`src/rtl/wishbone_top.sv`:
```
// wishbone_top
// Wishbone B4 classic subsystem: a single-transfer bus master feeding a
// 2^ADDR_WIDTH-word register-file slave over an internal bus.
//
// Ports:
//   clk_i, rst_i (async, active-low)
//   Request side : addr_o, data_o, we_o, stb_o, cyc_o, sel_o, cti_input, tag_add
//   Response side: ack_i, err_i (one-cycle pulses), data_i (last read data)
//   state_out    : master state (IDLE=00, BUSY=01, DONE=10, ERROR=11)
//   dbg_*        : internal bus signals
//   counter      : acknowledged beats in the current bus cycle
module wishbone_top #(
    parameter int ADDR_WIDTH = 5,
    parameter int DATA_WIDTH = 32,
    parameter int SEL_WIDTH  = DATA_WIDTH / 8
) (
    input  logic                  clk_i,
    input  logic                  rst_i,
    input  logic [ADDR_WIDTH-1:0] addr_o,
    input  logic [DATA_WIDTH-1:0] data_o,
    input  logic                  we_o,
    input  logic                  stb_o,
    input  logic                  cyc_o,
    input  logic [SEL_WIDTH-1:0]  sel_o,
    input  logic [2:0]            cti_input,
    input  logic                  tag_add,
    output logic                  ack_i,
    output logic                  err_i,
    output logic [DATA_WIDTH-1:0] data_i,
    output logic [1:0]            state_out,
    output logic [ADDR_WIDTH-1:0] dbg_w_addr,
    output logic [DATA_WIDTH-1:0] dbg_w_data_m2s,
    output logic [DATA_WIDTH-1:0] dbg_w_data_s2m,
    output logic                  dbg_w_we,
    output logic                  dbg_tag_add,
    output logic [SEL_WIDTH-1:0]  dbg_w_sel,
    output logic                  dbg_w_stb,
    output logic                  dbg_w_cyc,
    output logic                  dbg_w_ack,
    output logic                  dbg_w_err,
    output logic [2:0]            dbg_cti,
    output logic [ADDR_WIDTH-1:0] counter
);

    localparam int DEPTH = 1 << ADDR_WIDTH;

    typedef enum logic [1:0] {
        IDLE  = 2'b00,
        BUSY  = 2'b01,
        DONE  = 2'b10,
        ERROR = 2'b11
    } state_t;

    state_t state_q, state_d;

    // Master-side bus registers
    logic [ADDR_WIDTH-1:0] w_addr_q, w_addr_d;
    logic [DATA_WIDTH-1:0] w_data_m2s_q, w_data_m2s_d;
    logic                  w_we_q, w_we_d;
    logic [SEL_WIDTH-1:0]  w_sel_q, w_sel_d;
    logic [2:0]            w_cti_q, w_cti_d;
    logic                  w_tag_q, w_tag_d;
    logic                  w_stb_q, w_stb_d;
    logic                  cyc_reg_q, cyc_reg_d;
    logic                  ack_q, ack_d;
    logic                  err_q, err_d;
    logic [DATA_WIDTH-1:0] data_i_q, data_i_d;

    // Slave-side registers
    logic [DATA_WIDTH-1:0] mem_q [DEPTH];
    logic [DATA_WIDTH-1:0] mem_d [DEPTH];
    logic                  w_ack_q, w_ack_d;
    logic                  w_err_q, w_err_d;
    logic [DATA_WIDTH-1:0] w_data_s2m_q, w_data_s2m_d;
    logic [ADDR_WIDTH-1:0] counter_q, counter_d;

    // The bus cycle is forced high while a transfer is outstanding so a
    // falling cyc_o cannot cut a transfer short.
    logic w_cyc;
    assign w_cyc = (state_q == BUSY) | cyc_reg_q;

    // ---------------- Master FSM: state register ----------------
    always_ff @(posedge clk_i or negedge rst_i) begin
        if (!rst_i) state_q <= IDLE;
        else        state_q <= state_d;
    end

    // ---------------- Master FSM: next state ----------------
    always_comb begin
        state_d = state_q;
        case (state_q)
            IDLE:        if (stb_o) state_d = BUSY;
            BUSY: begin
                if (w_ack_q)      state_d = DONE;
                else if (w_err_q) state_d = ERROR;
            end
            DONE, ERROR: if (!stb_o) state_d = IDLE;
            default:     state_d = IDLE;
        endcase
    end

    // ---------------- Master FSM: outputs ----------------
    always_comb begin
        w_addr_d     = w_addr_q;
        w_data_m2s_d = w_data_m2s_q;
        w_we_d       = w_we_q;
        w_sel_d      = w_sel_q;
        w_cti_d      = w_cti_q;
        w_tag_d      = w_tag_q;
        w_stb_d      = w_stb_q;
        ack_d        = 1'b0;
        err_d        = 1'b0;
        data_i_d     = data_i_q;
        cyc_reg_d    = cyc_o;
        case (state_q)
            IDLE: begin
                if (stb_o) begin
                    w_addr_d     = addr_o;
                    w_data_m2s_d = data_o;
                    w_we_d       = we_o;
                    w_sel_d      = sel_o;
                    w_cti_d      = cti_input;
                    w_tag_d      = tag_add;
                    w_stb_d      = 1'b1;
                end
            end
            BUSY: begin
                // Ack wins if both were ever seen; the slave never issues both.
                if (w_ack_q) begin
                    w_stb_d = 1'b0;
                    ack_d   = 1'b1;
                    if (!w_we_q) data_i_d = w_data_s2m_q;
                end else if (w_err_q) begin
                    w_stb_d = 1'b0;
                    err_d   = 1'b1;
                end
            end
            default: ;
        endcase
    end

    always_ff @(posedge clk_i or negedge rst_i) begin
        if (!rst_i) begin
            w_addr_q     <= '0;
            w_data_m2s_q <= '0;
            w_we_q       <= 1'b0;
            w_sel_q      <= '0;
            w_cti_q      <= '0;
            w_tag_q      <= 1'b0;
            w_stb_q      <= 1'b0;
            cyc_reg_q    <= 1'b0;
            ack_q        <= 1'b0;
            err_q        <= 1'b0;
            data_i_q     <= '0;
        end else begin
            w_addr_q     <= w_addr_d;
            w_data_m2s_q <= w_data_m2s_d;
            w_we_q       <= w_we_d;
            w_sel_q      <= w_sel_d;
            w_cti_q      <= w_cti_d;
            w_tag_q      <= w_tag_d;
            w_stb_q      <= w_stb_d;
            cyc_reg_q    <= cyc_reg_d;
            ack_q        <= ack_d;
            err_q        <= err_d;
            data_i_q     <= data_i_d;
        end
    end

    // ---------------- Slave register file ----------------
    // A new request is one not already answered by a response in flight.
    logic slv_req;
    logic slv_bad;
    assign slv_req = w_stb_q & w_cyc & ~w_ack_q & ~w_err_q;
    assign slv_bad = (w_sel_q == '0) | ((w_cti_q >= 3'd3) & (w_cti_q <= 3'd6));

    always_comb begin
        mem_d        = mem_q;
        w_ack_d      = 1'b0;
        w_err_d      = 1'b0;
        w_data_s2m_d = w_data_s2m_q;
        if (slv_req) begin
            if (slv_bad) begin
                w_err_d = 1'b1;
            end else begin
                w_ack_d = 1'b1;
                if (w_we_q) begin
                    for (int i = 0; i < SEL_WIDTH; i++) begin
                        if (w_sel_q[i]) mem_d[w_addr_q][8*i +: 8] = w_data_m2s_q[8*i +: 8];
                    end
                end else begin
                    w_data_s2m_d = mem_q[w_addr_q];
                end
            end
        end
    end

    // Beat counter restarts whenever the bus cycle envelope is down.
    always_comb begin
        counter_d = counter_q;
        if (!w_cyc)       counter_d = '0;
        else if (w_ack_q) counter_d = counter_q + 1'b1;
    end

    always_ff @(posedge clk_i or negedge rst_i) begin
        if (!rst_i) begin
            for (int i = 0; i < DEPTH; i++) mem_q[i] <= '0;
            w_ack_q      <= 1'b0;
            w_err_q      <= 1'b0;
            w_data_s2m_q <= '0;
            counter_q    <= '0;
        end else begin
            mem_q        <= mem_d;
            w_ack_q      <= w_ack_d;
            w_err_q      <= w_err_d;
            w_data_s2m_q <= w_data_s2m_d;
            counter_q    <= counter_d;
        end
    end

    assign ack_i          = ack_q;
    assign err_i          = err_q;
    assign data_i         = data_i_q;
    assign state_out      = state_q;
    assign dbg_w_addr     = w_addr_q;
    assign dbg_w_data_m2s = w_data_m2s_q;
    assign dbg_w_data_s2m = w_data_s2m_q;
    assign dbg_w_we       = w_we_q;
    assign dbg_tag_add    = w_tag_q;
    assign dbg_w_sel      = w_sel_q;
    assign dbg_w_stb      = w_stb_q;
    assign dbg_w_cyc      = w_cyc;
    assign dbg_w_ack      = w_ack_q;
    assign dbg_w_err      = w_err_q;
    assign dbg_cti        = w_cti_q;
    assign counter        = counter_q;

endmodule

```
`config.mk`:
```
export PLATFORM = sky130hd
export DESIGN_NAME = wishbone_top
export DESIGN_NICKNAME = d
export VERILOG_FILES = /design/src/rtl/wishbone_top.sv
export SDC_FILE = /design/constraint.sdc
export NUM_CORES = 2
export LEC_CHECK = 0
export ABC_AREA = 1
export BUFFER_PORTS_ARGS = -buffer_cell sky130_fd_sc_hd__buf_4
export CORE_MARGIN = 4
export CORE_UTILIZATION = 45
export DETAILED_ROUTE_END_ITERATION = 8
export GPL_ROUTABILITY_DRIVEN = 0
export SYNTH_ARGS = -nofsm -noshare
export SYNTH_HDL_FRONTEND = slang
export SYNTH_SLANG_ARGS = --single-unit
```
`constraint.sdc`:
```
create_clock -name clk_i -period 2.2 [get_ports clk_i]
set_clock_uncertainty 0.05 [all_clocks]
set_input_delay 0.22 -clock clk_i [delete_from_list [all_inputs] [get_ports clk_i]]
set_output_delay 0.22 -clock clk_i [all_outputs]
set_load 0.005 [all_outputs]
```
==> tab_implementation.tex <==
\begin{tabular}{lr}
\hline
Metric & Value \\
\hline
\multicolumn{2}{l}{\textbf{Synthesis}} \\
Yosys warning count & 0 \\
Syn\_area\_per\_cell & around 7.6 sq um \\
Share of the synthesized area in compound gates (AO/OA/AOI/OAI) & $\sim$8.2\% \\
Yosys cell types & 30 \\
Share of synthesized cell area in full adder, half adder and majority cells & less than 1\% \\
Part of the Yosys area used for sequential elements & between 50 and 60\% \\
Post-synthesis share of cell area spent on xor and xnor gates & 0\% \\
Simple-gate portion of the synthesized area & around 34\% \\
Syn Nets & between 7,000 and 8,000 \\
Number of instances in the synthesized netlist & approximately 7,000 \\
Largest family of logic cells by synthesized area & simple AND/OR/NAND/NOR gates \\
Flip-flop cell with the highest count after synthesis & sky130\_fd\_sc\_hd\_\_dfrtp\_1 \\
Async set or reset register ratio after synthesis & 100\% \\
Count of flip-flops with a built-in enable after synthesis & 0 \\
Number of flip-flops and latches in the synthesized netlist & approximately 1,100 \\
Synthesized area & between 0.05 and 0.06 sq mm \\
Share of cell area taken by muxes after synthesis & 0.124\% \\
\multicolumn{2}{l}{\textbf{Route}} \\
Detailed Route WL & 184,000 um \\
Residual DRC & 0 \\
Post-detailed-route via-to-cell ratio & between 5 and 6 \\
Antenna viol nets, final & 0 \\
Iteration-0 DRC Markers & 4,819 \\
First drt pass iteration count & 6 \\
WL per Instance & about 20 um \\
Total number of vias & roughly 48,000 \\
\multicolumn{2}{l}{\textbf{CTS}} \\
CTS sink cnt & approximately 1,100 \\
Maximum number of buffers from clock root to sink & 3 \\
Num CTS Buffers & approximately 130 \\
CTS tree & done \\
Clock input transition at the sequential cells of the worst setup and hold paths & about 60 ps \\
Maximum level of the CTS H-tree & 4 \\
Source-to-sink clock delay at the later pin of the worst-skew pair & roughly 770 ps \\
Cell at the root of the clock tree & sky130\_fd\_sc\_hd\_\_clkbuf\_16 \\
\multicolumn{2}{l}{\textbf{STA}} \\
Min setup slack post-route & -19.4 ps \\
Crit path time final & approximately 2200 ps \\
Total setup violations reported at the end of the flow & 2 \\
Final Hold Viols & 0 \\
Max-Slew Margin vs Limit & 25.2\% \\
F\_max & 451 MHz \\
RSZ-0062 raised after global routing & true \\
Transition time at the pin with the least slew margin & 1120 ps \\
Worst hold slack after final layout & just over 60 ps \\
Share of the cycle needed by the critical path after routing & 101\% \\
Max Slew Vio Count & 0 \\
\multicolumn{2}{l}{\textbf{Worst setup path}} \\
Worst reg2reg setup slack & -20 ps \\
Critical path origin & dbg\_cti[2]\$\_DFFE\_PN0P\_ \\
Category of the most critical setup path & register to register \\
Cell type of the slowest stage on the worst timing path & sky130\_fd\_sc\_hd\_\_dfrtp\_1 \\
Worst-path cell chain & inv\_1 > nand3\_2 > nand2\_2 > nor2\_4 > nand2\_2 > nor2\_4 > buf\_4 > buf\_12 > buf\_16 > buf\_12 > nand3\_4 > nand2\_1 > o21ai\_0 \\
Biggest fanout along the worst timing path & 16 \\
RR Startpoint & dbg\_cti[2]\$\_DFFE\_PN0P\_ \\
Required time worst endpoint & $\sim$2800 ps \\
Path depth of the worst reg2reg path & 13 \\
Critical Path Max Stage Delay & 380 ps \\
Worst setup EP type & register \\
Arrival time of the worst setup path & 2790 ps \\
Critical Path Start Type & register \\
\multicolumn{2}{l}{\textbf{Die}} \\
Std-Cell Rows & roughly 130 \\
Die Y-Extent & about 360 um \\
Boundary Pins & roughly 170 \\
Horizontal die dimension & around 360 um \\
Core Footprint & 0.120 sq mm \\
Overall die area & about 0.13 sq mm \\
Initial core utilization & between 40 and 50\% \\
\multicolumn{2}{l}{\textbf{Min path}} \\
Hold Crit Start & cyc\_o \\
Hold Crit Depth & 2 \\
Type of the most critical hold path & primary input to register \\
\multicolumn{2}{l}{\textbf{Global routing}} \\
Remaining global-route overflow & 0 \\
Vias in the first global route & around 45,000 \\
Initial antenna violation count & 3 \\
Pin count of the biggest net entering global routing & around 120 \\
Total track usage & between 20\% and 30\% \\
Global-route wire length before repair & 275,000 um \\
\multicolumn{2}{l}{\textbf{Power}} \\
Final total power & $\sim$83 mW \\
Worst VDD drop & 2.10 mV \\
Leakage dissipation & 34.3 nW \\
Power per unit of standard cell area & $\sim$1200 mW/mm\^{}2 \\
\multicolumn{2}{l}{\textbf{Layout}} \\
Area Growth Syn to Fin & 22.1\% \\
Area used by sequential logic in the layout & $\sim$0.029 sq mm \\
Most common cell after layout, fill and taps aside & sky130\_fd\_sc\_hd\_\_nand2\_1 \\
Area of combinational cells with multiple inputs & 0.0237 sq mm \\
Fillcell total & roughly 11,000 \\
Most used cells in the layout excluding fill and tap cells & sky130\_fd\_sc\_hd\_\_nand2\_1 (4,072), sky130\_fd\_sc\_hd\_\_dfrtp\_1 (1,140), sky130\_fd\_sc\_hd\_\_o21ai\_0 (609) \\
Fraction of final layout cells sized beyond drive strength 1 & 13.5\% \\
Number of nets in the layout & approximately 7,500 \\
\multicolumn{2}{l}{\textbf{Flow run}} \\
Max Cap Violations & 0 \\
\multicolumn{2}{l}{\textbf{Placement}} \\
Input/output buffers & about 170 \\
Hpwl dp & $\sim$110,000 um \\
\multicolumn{2}{l}{\textbf{Outcome}} \\
Status & finished with violations \\
Violated checks & setup timing \\
\hline
\end{tabular}
-- stage by stage --
stage	cell area, sq um	utilization (%)	cells	worst slack [ps]	setup TNS, ps
3_5_place_dp	59800	49.8	8838	-336	-136200
2_1_floorplan	54400	-	7156	223	0
4_1_cts	64800	54.1	9127	-15.3	-17.3
6_report	66400	55.3	9192	-19.4	-36.9
3_3_place_gp	59800	49.8	8838	-284	-124280
5_1_grt	66400	55.3	9190	-115	-6440
-- registers in the layout, summed over array words and instances, names as in the netlist --
name / flops
counter: 5
mem_q: 1024
dbg_w_stb: 1
state_out: 2
dbg_w_ack: 1
dbg_tag_add: 1
dbg_w_we: 1
dbg_w_sel: 4
ack_i: 1
dbg_cti: 3
dbg_w_err: 1
dbg_w_addr: 5
dbg_w_data_m2s: 32
data_i: 32
err_i: 1
cyc_reg_q: 1
dbg_w_data_s2m: 32
-- worst max-delay path: cells and delay by family, from the launching register on --
family                 cells  cell delay, ps
AOI/OAI and AO/OA          1              90
buffers and inverters      5             750
DFF                        1             380
and+or+nand+nor            7             760
-- metal layers --
metal,vias up,wire (um),global-route usage (%)
met5,-,0,0
met4,0,5970,9.54
met3,303,14200,4.62
met2,1740,83000,43.0
met1,23400,81000,40.4
li1,23000,-,-
-- path summary, 6_finish.rpt --
path                                           to
setup / recovery           mem_q[651]$_DFFE_PN0P_
max in group asynchronous  mem_q[429]$_DFFE_PN0P_
min in group asynchronous  mem_q[985]$_DFFE_PN0P_
hold reg to reg            mem_q[473]$_DFFE_PN0P_
setup reg to reg           mem_q[651]$_DFFE_PN0P_
hold / removal                cyc_reg_q$_DFF_PN0_
-- cell type report --
cell class,instances,area share (%)
Antenna cell,2,0.00754
Tap cell,1612,3.04
Clock inverter,44,0.745
Inverter,178,1.05
Timing Repair Buffer,614,10.4
Sequential cell,1147,43.3
Clock buffer,188,5.78
Multi-Input combinational cell,5407,35.7
-- what timing repair did --
item | 4_1_cts | 5_1_grt
buffers inserted | 6 | 23
endpoints found under the setup margin | 1029 | 764
cloned | 1 | 42
pin swaps | 3 | 27
resized for setup | 25 | 167
hold buffers | 50 | 0
endpoints found under the hold margin | 1176 | 0
-- where the power goes --
part | switching [mW] | internal (mW) | leakage [nW]
clock | 9.05 | 13.1 | 2.15
combinational | 20.7 | 10.3 | 16.6
sequential | 3.21 | 26.2 | 15.6
total | 33.0 | 49.6 | 34.3
-- synth_stat cells, types with 2 or more instances --
master | instances | share of area (%)
sky130_fd_sc_hd__buf_6 | 2 | 0.041
sky130_fd_sc_hd__nand2_1 | 4088 | 28
sky130_fd_sc_hd__nor3b_1 | 2 | 0.028
sky130_fd_sc_hd__buf_2 | 99 | 0.91
sky130_fd_sc_hd__inv_2 | 15 | 0.10
sky130_fd_sc_hd__nor2_4 | 3 | 0.062
sky130_fd_sc_hd__o21ai_0 | 632 | 5.8
sky130_fd_sc_hd__nand3_2 | 18 | 0.33
sky130_fd_sc_hd__o21ai_1 | 197 | 1.8
sky130_fd_sc_hd__nor2_1 | 124 | 0.86
sky130_fd_sc_hd__nor2_2 | 34 | 0.39
sky130_fd_sc_hd__nor2_8 | 10 | 0.37
sky130_fd_sc_hd__nand3_1 | 140 | 1.3
sky130_fd_sc_hd__nand3_4 | 72 | 2.3
sky130_fd_sc_hd__dfrtp_1 | 1147 | 53
sky130_fd_sc_hd__inv_1 | 162 | 1.1
sky130_fd_sc_hd__buf_4 | 5 | 0.069
sky130_fd_sc_hd__mux2_2 | 6 | 0.12
sky130_fd_sc_hd__a21oi_1 | 53 | 0.49
sky130_fd_sc_hd__buf_1 | 13 | 0.090
sky130_fd_sc_hd__nor3_4 | 5 | 0.15
sky130_fd_sc_hd__buf_12 | 9 | 0.33
sky130_fd_sc_hd__nand2_2 | 3 | 0.035
sky130_fd_sc_hd__clkbuf_1 | 311 | 2.1
-- cell families after synthesis --
kind of cell / count (synthesis)
AOI/OAI and AO/OA: 885
adders and majority gates: 1
buffers and inverters: 618
DFF: 1147
muxes: 6
and+or+nand+nor: 4499
(Power assumes the default switching activity.)
